## src/rtl/ramp_settle_monitor.sv

```systemverilog
// Settling monitor: tracks |goal - sample| against a tolerance band and reports
// settled / timeout status and settling time. Optional relock: RAMP_SETTLE_RELOCK_EN.
module ramp_settle_monitor #(
  parameter int unsigned signal_width  = 12,
  parameter int unsigned settle_cycles = 16,
  parameter int unsigned time_width    = 16
) (
  input  logic                    aclk,
  input  logic                    reset,
  input  logic                    clock_enable,
  input  logic                    start,
  input  logic [signal_width-1:0] goal,
  input  logic [signal_width-1:0] sample,
  input  logic [signal_width-1:0] tolerance,
  input  logic [time_width-1:0]   timeout,
  output logic                    busy,
  output logic                    settled,
  output logic                    fault,
  output logic [time_width-1:0]   ramp_time
`ifdef RAMP_SETTLE_RELOCK_EN
  ,
  output logic                    settle_lost
`endif
);

  localparam int unsigned BAND_W = (settle_cycles > 1) ? $clog2(settle_cycles) : 1;
  localparam logic [BAND_W-1:0] BAND_LAST = BAND_W'(settle_cycles - 1);

  typedef enum logic [1:0] {
    ST_IDLE,
    ST_TRACK,
    ST_SETTLED,
    ST_FAULT
  } state_t;

  state_t                  state_q, state_d;
  logic [signal_width-1:0] goal_q, goal_d;
  logic [time_width-1:0]   elapsed_q, elapsed_d;
  logic [BAND_W-1:0]       band_cnt_q, band_cnt_d;
  logic [time_width-1:0]   ramp_time_q, ramp_time_d;
  logic                    busy_q, busy_d;
  logic                    settled_q, settled_d;
  logic                    fault_q, fault_d;
  logic                    settle_lost_q, settle_lost_d;

  logic [signal_width:0]   abs_err;
  logic                    in_band;
  logic [time_width-1:0]   elapsed_inc;
  logic                    settle_hit;
  logic                    timeout_hit;
  logic                    goal_moved;

  // Error is taken against the captured goal; the extra bit keeps the
  // difference of two full-scale values from wrapping.
  always_comb begin
    if (goal_q >= sample) begin
      abs_err = {1'b0, goal_q} - {1'b0, sample};
    end else begin
      abs_err = {1'b0, sample} - {1'b0, goal_q};
    end
  end

  assign in_band     = (abs_err <= {1'b0, tolerance});
  assign elapsed_inc = (&elapsed_q) ? elapsed_q : elapsed_q + time_width'(1);
  assign settle_hit  = in_band && (band_cnt_q == BAND_LAST);
  assign timeout_hit = (timeout != '0) && (elapsed_inc >= timeout);
  assign goal_moved  = (goal != goal_q);

  always_comb begin
    // NOTE: every next-state variable starts from its held value so that no
    // branch below can leave one unassigned and infer a latch.
    state_d       = state_q;
    goal_d        = goal_q;
    elapsed_d     = elapsed_q;
    band_cnt_d    = band_cnt_q;
    ramp_time_d   = ramp_time_q;
    settle_lost_d = settle_lost_q;

    if (start) begin
      state_d       = ST_TRACK;
      goal_d        = goal;
      elapsed_d     = '0;
      band_cnt_d    = '0;
      settle_lost_d = 1'b0;
    end else begin
      unique case (state_q)
        ST_TRACK: begin
          // A moved goal restarts the measurement and is not counted as a sample.
          if (goal_moved) begin
            goal_d     = goal;
            elapsed_d  = '0;
            band_cnt_d = '0;
          end else if (clock_enable) begin
            elapsed_d  = elapsed_inc;
            band_cnt_d = in_band ? band_cnt_q + BAND_W'(1) : '0;
            if (settle_hit) begin
              state_d     = ST_SETTLED;
              ramp_time_d = elapsed_inc;
              band_cnt_d  = '0;
            end else if (timeout_hit) begin
              state_d = ST_FAULT;
            end
          end
        end
        ST_SETTLED: begin
`ifdef RAMP_SETTLE_RELOCK_EN
          if (goal_moved || (clock_enable && !in_band)) begin
            state_d    = ST_TRACK;
            elapsed_d  = '0;
            band_cnt_d = '0;
            if (clock_enable && !in_band) begin
              settle_lost_d = 1'b1;
            end
          end
`endif
        end
        default: begin
          // IDLE and FAULT wait for start.
        end
      endcase
    end

    busy_d    = (state_d == ST_TRACK);
    settled_d = (state_d == ST_SETTLED);
    fault_d   = (state_d == ST_FAULT);
  end

  always_ff @(posedge aclk) begin
    if (reset) begin
      state_q       <= ST_IDLE;
      goal_q        <= '0;
      elapsed_q     <= '0;
      band_cnt_q    <= '0;
      ramp_time_q   <= '0;
      busy_q        <= 1'b0;
      settled_q     <= 1'b0;
      fault_q       <= 1'b0;
      settle_lost_q <= 1'b0;
    end else begin
      // NOTE: non-blocking assignments make every flop sample pre-edge values,
      // so ordering of these lines cannot change behaviour.
      state_q       <= state_d;
      goal_q        <= goal_d;
      elapsed_q     <= elapsed_d;
      band_cnt_q    <= band_cnt_d;
      ramp_time_q   <= ramp_time_d;
      busy_q        <= busy_d;
      settled_q     <= settled_d;
      fault_q       <= fault_d;
      settle_lost_q <= settle_lost_d;
    end
  end

  assign busy      = busy_q;
  assign settled   = settled_q;
  assign fault     = fault_q;
  assign ramp_time = ramp_time_q;

`ifdef RAMP_SETTLE_RELOCK_EN
  assign settle_lost = settle_lost_q;
`else
  logic unused_lost;
  assign unused_lost = settle_lost_q;
`endif

endmodule

```

## config.mk

```make
export PLATFORM = sky130hd
export DESIGN_NAME = ramp_settle_monitor
export DESIGN_NICKNAME = d
export VERILOG_FILES = /design/src/rtl/ramp_settle_monitor.sv
export SDC_FILE = /design/constraint.sdc
export NUM_CORES = 1
export LEC_CHECK = 0
export ABC_AREA = 1
export CAP_MARGIN = 20
export CORE_ASPECT_RATIO = 1.5
export CORE_MARGIN = 2
export CORE_UTILIZATION = 59
export CTS_CLUSTER_SIZE = 40
export DETAILED_ROUTE_END_ITERATION = 12
export PLACE_DENSITY = 0.87
export SLEW_MARGIN = 10
export SYNTH_ARGS = -nofsm -noshare
export SYNTH_HDL_FRONTEND = slang
export SYNTH_SLANG_ARGS = --single-unit
```

## constraint.sdc

```tcl
create_clock -name aclk -period 5.85 [get_ports aclk]
set_input_delay 1.17 -clock aclk [delete_from_list [all_inputs] [get_ports aclk]]
set_output_delay 1.17 -clock aclk [all_outputs]
set_load 0.02 [all_outputs]
```

==> impl_metrics.tcl <==
set metrics [dict create \
    max_freq_mhz 184 \
    cpMostUsedCell "nand2_1" \
    clock_sinks 53 \
    startpoint_type "primary input" \
    grt_util_met3_pct 3.59 \
    grt_max_degree 33 \
    htreeDepth 2 \
    min_delay_path_depth 2 \
    cp.required_ns 6.09 \
    synthFlopType "dfxtp_1" \
    worstPathMaxFanout 32 \
    cts_tree "yes" \
    synth_cell_type_count 42 \
    drive_above_1_share_pct 3.63 \
    clkTransAtPathRegs_ns 0.08 \
    finalCritPeriodShare_pct 93.0 \
    fin_skew_ns 0.00779 \
    ys_ff_latch 53 \
    timing.setup.tns_ns 0 \
    fp-row-count 39 \
    ios 75 \
    ant_nets 0 \
    worst_pin_slew_ns 0.942 \
    dieArea_um2 8660 \
    synth.avg_cell_area_um2 6.40 \
    ir_drop_mv 0.187 \
    rrSetupSlack_ns 1.47 \
    synth_edf_count 0 \
    fin_util_pct 73.8 \
    grt.busiest_layer "met2" \
    synth_cells 730 \
    place_hpwl_mm 11.3 \
    post_cts_buffers 0 \
    fin_nets 909 \
    drt_drc_violations_left 0 \
    numCtsBuffers 5 \
    hold_violations 0 \
    fp.dieW_um 76.7 \
    maxSlewHeadroom_pct 37.1 \
    io_buffers 74 \
    vias 4967 \
    layout.cells.most_common "nand2_1" \
    worstReg2RegStart "goal_q[9]" \
    core_um2 7660 \
    grt_pass1_vias 4950 \
    grt_pass1_wl_mm 23.0 \
    drtIter0Drc 311 \
    fin_crit_ns 5.44 \
    cpMaxStageDelayCell "clkdlybuf4s50_1" \
    syn_nets 842 \
    cts_hold_buffers 0 \
    wl_per_cell_um 15.8 \
    async_flop_share_pct 0 \
    crit_type "in -> reg" \
    grt_use_met2_pct 65.8 \
    final_cell_mix "nand2_1, inv_1, clkdlybuf4s50_1" \
    area_growth_syn_to_layout_pct 21.0 \
    slowest_delay_ns 0.50 \
    synth_warnings 0 \
    syn_area_um2 4670 \
    hp-class "reg -> reg" \
    ctsLongestPathBuffers 2 \
    arrival_ns 5.68 \
    slew_violations 0 \
    p_leak_nw 2.74 \
    status "finished clean" \
    grt_use_met1_pct 32.4 \
    fillers 665 \
    cts_resized 0 \
    crit_start "sample[8]" \
    path_cells "clkdlybuf4s50_1, inv_1, ha_1, a21oi_1, o21ai_0, nand2_1, nand2_1, nor2_1, nand2_4, o21ai_0, o22ai_1, xor2_1, inv_1, ha_1, nand4_1, or4_1, nand2_1, nand2_2, inv_2, nand3_4, nand2_1, nand2_1, nor2_1" \
    drt_pass1_iterations 5 \
    root_buffer "clkbuf_16" \
    die_h_um 113 \
    finalWirelength_mm 14.2 \
    synth_seq_area_share_pct 22.7 \
    start_util_pct 61.0 \
    grt_util_all_layers_pct 33.2 \
    maxCapViolations 0 \
    grt_overflow 0 \
    hp-start "elapsed_q[3]" \
    diodes 0 \
    drt-vias-per-instance 5.52 \
    worstSkewPairLatency_ns 0.30 \
    setup_viol 0 \
    antenna_found_initial 0 \
    rsz0062_at_grt "no" \
    reg2reg_depth 21 \
    crit_path_end_kind "flop" \
    gp_congestion 0.993 \
    powerDensity_nw_per_um2 201 \
]
flip-flops by register name, indices dropped and copies added (netlist names):
register	cells
band_cnt_q	4
goal_q	12
elapsed_q	16
settled	1
busy	1
ramp_time	16
state_q	2
fault	1
metal layers:
layer	up-vias	share of wire, %
li1	2442	-
met1	2287	35
met2	183	55
met3	55	3.8
met4	0	5.5
met5	-	0
through the flow:
| stage | hold WS, ns | power (mW) | area [µm²] | setup WS [ns] | cells |
|---|---|---|---|---|---|
| 6_report | 0.488 | 1.14 | 5660 | 0.408 | 900 |
| 5_1_grt | 0.512 | 1.19 | 5660 | 0.0950 | 900 |
| 4_1_cts | 0.485 | 1.13 | 5660 | 0.483 | 900 |
| 3_5_place_dp | 0.473 | 0.752 | 5470 | 0.193 | 892 |
| 3_3_place_gp | 0.472 | 0.744 | 5470 | 0.393 | 892 |
| 2_1_floorplan | 0.459 | 0.631 | 4670 | 1.48 | 730 |
cell usage after synthesis, types with 4 or more instances:
cell | number | area, µm²
nand2_1 | 168 | 631
inv_1 | 135 | 507
nor2_1 | 71 | 267
a21oi_1 | 67 | 335
ha_1 | 54 | 676
dfxtp_1 | 53 | 1060
o21ai_0 | 32 | 160
nand3_1 | 26 | 130
xor2_1 | 18 | 158
xnor2_1 | 14 | 123
o21ai_1 | 11 | 55.1
nand4_1 | 8 | 50.1
clkbuf_1 | 7 | 26.3
nor3_1 | 7 | 35.0
nor4_1 | 6 | 37.5
buf_2 | 5 | 25.0
nand2_2 | 5 | 31.3
a21o_1 | 4 | 30.0
final cells by class:
cell class | instances | area (µm²) | area share [%]
timing repair buffer | 77 | 763 | 13.5
tap | 102 | 128 | 2.26
multi-input combinational | 521 | 2990 | 52.9
inverter | 139 | 522 | 9.23
clock buffer | 5 | 125 | 2.21
sequential | 53 | 1060 | 18.8
clock inverter | 3 | 65.1 | 1.15
power breakdown:
group	total, mW	internal (mW)	switching, mW
clock network	0.386	0.245	0.141
logic	0.375	0.151	0.224
registers	0.375	0.368	0.00697
cell families after synthesis:
kind of cell / after synthesis / share of synthesized area (%)
AND/OR/NAND/NOR: 303 / 27.7
adder cells (fa/ha/maj): 56 / 15.3
flip-flops: 53 / 22.7
AO/OA/AOI/OAI: 130 / 15.1
XOR/XNOR: 32 / 6.00
buffers and inverters: 156 / 13.3
critical path, delay by kind of cell:
| family | cells | cell delay (ns) |
|---|---|---|
| simple gates | 12 | 1.97 |
| compound gates | 4 | 0.97 |
| xor+xnor | 1 | 0.18 |
| fa+ha+maj | 2 | 0.67 |
| buf+inv | 4 | 0.69 |
final timing paths:
| path | to |
|---|---|
| worst min-delay path | elapsed_q[3] |
| worst max-delay path | ramp_time[5] |
| worst max register to register | ramp_time[5] |
| worst min register to register | elapsed_q[3] |
(Power assumes the default switching activity.)
